File: config.mk
export PLATFORM = sky130hd
export DESIGN_NAME = region_mux
export DESIGN_NICKNAME = d
export VERILOG_FILES = /design/src/rtl/region_mux.sv
export SDC_FILE = /design/constraint.sdc
export NUM_CORES = 1
export LEC_CHECK = 0
export BUFFER_PORTS_ARGS = -buffer_cell sky130_fd_sc_hd__buf_2
export CAP_MARGIN = 20
export CORE_AREA = 5 5 205 207
export CTS_BUF_LIST = sky130_fd_sc_hd__clkbuf_4 sky130_fd_sc_hd__clkbuf_8
export DETAILED_ROUTE_END_ITERATION = 7
export DIE_AREA = 0 0 210 212
export PLACE_DENSITY = 0.49
export SLEW_MARGIN = 20
export SYNTH_ARGS = -nofsm -noshare
export SYNTH_HDL_FRONTEND = slang
export SYNTH_SLANG_ARGS = --single-unit
File: constraint.sdc
create_clock -name clk -period 2.5 [get_ports clk]
set_input_delay 0.75 -clock clk [delete_from_list [all_inputs] [get_ports clk]]
set_output_delay 0.75 -clock clk [all_outputs]
set_load 0.01 [all_outputs]
File: src/rtl/region_mux.sv
// N-way region decoder between the upstream bus and N_SLV slaves. It tracks one outstanding
// request, times out hung slaves, and answers unmapped or aborted accesses with ERR_DATA.

module region_mux_lane #(
    parameter logic [31:0] BASE_I = 32'h0,
    parameter logic [31:0] MASK_I = 32'h0
) (
    input  logic [31:0] a,
    output logic        hit
);
    assign hit = ((a & MASK_I) == BASE_I);
endmodule

module region_mux #(
    parameter int                  N_SLV    = 4,
    parameter logic [N_SLV*32-1:0] BASE     = {N_SLV{32'h0}},
    parameter logic [N_SLV*32-1:0] MASK     = {N_SLV{32'h0}},
    parameter int                  TIMEOUT  = 1023,
    parameter logic [31:0]         ERR_DATA = 32'hdeadbeef
) (
    input  logic                  clk,
    input  logic                  rst,
    input  logic [31:0]           a,
    input  logic [31:0]           d,
    input  logic                  we,
    input  logic                  rd,
    output logic [31:0]           spo,
    output logic                  ready,
    output logic [N_SLV*32-1:0]   s_a,
    output logic [N_SLV*32-1:0]   s_d,
    output logic [N_SLV-1:0]      s_we,
    output logic [N_SLV-1:0]      s_rd,
    input  logic [N_SLV*32-1:0]   s_spo,
    input  logic [N_SLV-1:0]      s_ready,
    output logic                  bus_err,
    output logic [31:0]           err_addr
);
    localparam int SW = (N_SLV > 1) ? $clog2(N_SLV) : 1;
    localparam int TW = (TIMEOUT > 0) ? $clog2(TIMEOUT + 1) : 1;

    typedef enum logic [1:0] {IDLE, ISSUE, WAIT, ERR} state_t;

    state_t            state;
    logic [31:0]       a_q, d_q;
    logic              rd_q;
    logic [SW-1:0]     sel_q, sel_d;
    logic [TW-1:0]     timer;
    logic [N_SLV-1:0]  hit, sel_oh;
    logic              rd_only;

    for (genvar i = 0; i < N_SLV; i++) begin : g_lane
        region_mux_lane #(
            .BASE_I(BASE[32*i +: 32]),
            .MASK_I(MASK[32*i +: 32])
        ) u_lane (
            .a  (a),
            .hit(hit[i])
        );
    end

    // Scan downward so the lowest hitting slot wins on overlap.
    always_comb begin
        sel_d = '0;
        for (int i = N_SLV - 1; i >= 0; i--)
            if (hit[i]) sel_d = SW'(i);
    end

    assign sel_oh  = N_SLV'(1) << sel_d;
    assign rd_only = rd & ~we;
    assign s_a     = {N_SLV{a_q}};
    assign s_d     = {N_SLV{d_q}};

    always_ff @(posedge clk) begin
        if (rst) begin
            state    <= IDLE;
            ready    <= 1'b1;
            spo      <= '0;
            s_we     <= '0;
            s_rd     <= '0;
            a_q      <= '0;
            d_q      <= '0;
            rd_q     <= 1'b0;
            sel_q    <= '0;
            timer    <= '0;
            bus_err  <= 1'b0;
            err_addr <= '0;
        end else begin
            bus_err <= 1'b0;
            s_we    <= '0;
            s_rd    <= '0;
            case (state)
                IDLE: if (we | rd) begin
                    a_q   <= a;
                    d_q   <= d;
                    rd_q  <= rd_only;
                    sel_q <= sel_d;
                    ready <= 1'b0;
                    if (|hit) begin
                        // Strobes go out during the ISSUE cycle.
                        s_we  <= we ? sel_oh : '0;
                        s_rd  <= rd_only ? sel_oh : '0;
                        state <= ISSUE;
                    end else begin
                        state <= ERR;
                    end
                end
                ISSUE: begin
                    timer <= '0;
                    state <= WAIT;
                end
                WAIT: begin
                    if (s_ready[sel_q]) begin
                        spo   <= rd_q ? s_spo[32*sel_q +: 32] : 32'h0;
                        ready <= 1'b1;
                        state <= IDLE;
                    end else if (TIMEOUT != 0 && timer == TW'(TIMEOUT - 1)) begin
                        spo      <= ERR_DATA;
                        ready    <= 1'b1;
                        bus_err  <= 1'b1;
                        err_addr <= a_q;
                        state    <= IDLE;
                    end else begin
                        timer <= timer + 1'b1;
                    end
                end
                ERR: begin
                    spo      <= rd_q ? ERR_DATA : 32'h0;
                    bus_err  <= 1'b1;
                    err_addr <= a_q;
                    ready    <= 1'b1;
                    state    <= IDLE;
                end
                default: state <= IDLE;
            endcase
        end
    end
endmodule

==> results by stage <==
Status:
- The flow ran to the end, and the final reports show no timing, DRC or antenna violations.

STA:
- Static timing analysis puts the maximum clock frequency at about 500 MHz.
- The final critical delay including setup and external delays is a little over 2 ns.
- The tightest slew margin relative to the limit is a little over two fifths.
- Setup repair after global routing left no endpoint under its margin.
- The number of slew-limit violations in the final report is 0.
- The count of endpoints failing hold in the final timing report is 0.
- Setup total negative slack on the finished layout was measured at 0 ns.
- The part of the cycle the worst path needs is about four fifths.
- The actual transition at the worst max-transition pin is about 0.85 ns.
- On the final layout, the worst clock skew is 0.0196 ns.
- The final number of setup-violating endpoints is 0.

Clocking:
- The clock sink count is roughly 150.
- The post-CTS setup repair buffer count is 0.
- The number of H-tree levels is 4.
- The TritonCTS clock tree is yes.
- No sink is reached through more buffers than the 2 on the longest clock path.
- The root buffer cell chosen for the clock tree is sky130_fd_sc_hd__clkbuf_8.
- The number of hold-repair buffers added at the cts stage is 0.
- The clock network latency to the later pin of the worst-skew pair is between 0.4 and 0.5 ns.
- The TritonCTS buffer count is 17.
- The post-cts repair resize count is 0.
- The clock transition at the registers of the reported paths is approximately 0.1 ns.

Critical path:
- STA classifies the critical path startpoint as a flip-flop.
- STA puts the critical path data required time at around 2.9 ns.
- The type of the worst setup path is flip-flop to flip-flop.
- The kind of capture point of the worst setup path is a flip-flop.
- The biggest fanout along the worst timing path is 9.
- For the worst setup path, the data arrival time is 2.40 ns.

Yosys:
- After synthesis the cells add up to approximately 7000 um2.
- Synthesis handed over a netlist of around 850 instances.
- In this run, synthesis produced a sequential element count of 145.
- The share of the yosys chip area belonging to registers is between 40% and 50%.
- Among all flip-flop cells after synthesis, the most frequent one is sky130_fd_sc_hd__dfxtp_1.
- Counting flops with a built-in enable in the synthesized netlist gives 0.
- After synthesis, the netlist uses 43 different library cells.
- The async set-reset flop share out of synthesis is 0%.
- The mean instance size in the synthesized netlist is 8.15 um2.
- During synthesis, Yosys emitted a total of 0 warnings.

Route:
- In the routed layout, each cell is associated on average with a via count of a little under 4.
- After detailed routing, the average wire length per cell comes to around 16 um.
- Summed over all layers, the routed wires come to about 26 mm.
- The routed layout has 6375 vias.
- The number of detailed-route iterations in the first pass is 4.
- The number of routed nets with antenna violations is 0.
- The starting DRC count in detailed routing is roughly 250.
- After detailed routing, the number of remaining DRC violations is 0.

Global route:
- The number of antenna violations at the first check in global routing is 2.
- The via count of the first global-routing pass is 5939.
- Entering global routing, the biggest net connects between 50 and 60 pins.
- The wire length of the first global-routing pass is between 30 and 40 mm.
- The final global-route overflow total is 0.
- Global routing used a little over a tenth of the available tracks across all layers.

Placed design:
- Once placement finished, the instance area stood at 8200 um2.
- The congestion estimate from routability-driven global placement came to between 0.8 and 0.9.
- Detailed placement finished with a half-perimeter wire length of 18.4 mm.
- The total of buffers placed on input and output ports is ~420.

Floorplan:
- The number of I/O pins is 530.
- The die outline area is 44500 um2.
- From bottom edge to top edge, the die measures ~210 um.
- The floorplan step set the die width to 210 um.
- For this configuration, the core starts out at a cell density of 17.3%.
- The initialized floorplan defines 74 standard-cell rows.
- The core area is around 40000 um2.

Finish:
- Across the whole layout, storage elements account for around 2900 um2.
- After routing the design area is between 8000 and 9000 um2.
- The number of filler cells placed in the layout is 4511.
- The library cell used most frequently in the layout, excluding fill and tap cells, is sky130_fd_sc_hd__buf_2.
- The library cells used most frequently in the layout, excluding fill and tap cells, are sky130_fd_sc_hd__buf_2 (423), sky130_fd_sc_hd__dfxtp_1 (145), sky130_fd_sc_hd__nand2_1 (136).
- The multi-input gate area in the final layout is between 2000 and 2500 um2.
- Cells with a size suffix above 1 make up between 40% and 50% of the layout.
- From synthesis to final layout, the design area changed by 24.0%.
- The number of nets at the end of the flow is about 1300.

Min path:
- The class of the worst hold path is flip-flop to flip-flop.

Power:
- The leakage power of the design is roughly 4.2 nW.
- The power per cell area is between 600 and 700 nW/um2.
- IR analysis of the VDD net gives a maximum drop of ~0.00028 V.

Run:
- The number of maximum-capacitance constraint violations is 0.
stage by stage:
stage	util [%]	power (mW)	cells	hold WS, ns	setup WS, ns
after floorplan	-	3.61	859	0.461	0.457
after CTS	21.5	6.08	1606	0.419	0.386
after global routing	21.5	6.28	1608	0.426	0.322
after global placement	20.4	3.92	1574	0.428	0.315
after detailed placement	20.4	3.93	1574	0.441	0.284
final	21.5	5.90	1609	0.454	0.490
layer usage:
layer	vias up	track usage (%)	routed length, um
li1	3083	-	-
met1	2988	13.2	11000
met2	285	18.1	12200
met3	19	3.45	1890
met4	0	3.74	561
met5	-	0	0
power breakdown:
part / total (mW) / internal, mW / switching (mW)
Combinational: 1.21 / 0.470 / 0.740
Sequential: 2.63 / 2.45 / 0.175
Clock: 2.06 / 0.939 / 1.13
flip-flops by register name, indices dropped and copies added (netlist names):
| signal | cells |
|---|---|
| a_q | 32 |
| d_q | 32 |
| err_addr | 32 |
| spo | 32 |
| timer | 10 |
| state | 2 |
| bus_err | 1 |
| rd_q | 1 |
| ready | 1 |
| s_rd | 1 |
| s_we | 1 |
critical path, stage by stage (launching register included):
cell and delay [ns]:
sky130_fd_sc_hd__dfxtp_1 0.39, sky130_fd_sc_hd__inv_1 0.08, sky130_fd_sc_hd__ha_1 0.21, sky130_fd_sc_hd__and4_1 0.27, sky130_fd_sc_hd__and4_1 0.33, sky130_fd_sc_hd__or3_4 0.38
sky130_fd_sc_hd__o41ai_2 0.27
cell families after synthesis:
family,synth area share (%)
compound gates,19.6
fa+ha+maj,0.360
buf+inv,25.2
flops,41.7
other cells,0.0539
simple gates,13.1
cells in the mapped netlist, drive strengths merged (2+ instances only):
library cell / instances / area share (%)
nand4: 2 / 0.18
and2: 3 / 0.27
a22o: 8 / 1.0
a21oi: 126 / 9.1
clkbuf: 38 / 2.0
o311ai: 5 / 0.63
nand2b: 2 / 0.18
o21ai: 63 / 4.5
inv: 5 / 0.27
buf: 218 / 23
dfxtp: 145 / 42
and3: 3 / 0.27
nor2b: 3 / 0.27
ha: 2 / 0.36
o41ai: 4 / 0.61
o21a: 26 / 2.8
nor2: 6 / 0.32
and4: 5 / 0.63
nand2: 137 / 7.4
nand3: 36 / 2.6
worst paths after layout:
path | startpoint | endpoint | slack [ns] | cells past startpoint
setup reg to reg | timer[0]$_SDFFE_PP0P_ | timer[5]$_SDFFE_PP0P_ | 0.49 | 6
hold / removal | ready$_SDFFE_PP1P_ | ready$_SDFFE_PP1P_ | 0.45 | 2
hold reg to reg | ready$_SDFFE_PP1P_ | ready$_SDFFE_PP1P_ | 0.45 | 2
setup / recovery | timer[0]$_SDFFE_PP0P_ | timer[5]$_SDFFE_PP0P_ | 0.49 | 6
cell type report:
cell class / count / area share, %
Inverter: 5 / 0.217
Antenna cell: 3 / 0.0870
Timing Repair Buffer: 439 / 26.4
Clock inverter: 15 / 2.17
Sequential cell: 145 / 33.6
Multi-Input combinational cell: 453 / 27.1
Tap cell: 532 / 7.71
Clock buffer: 17 / 2.71
Power figures use the tool's default switching activity.
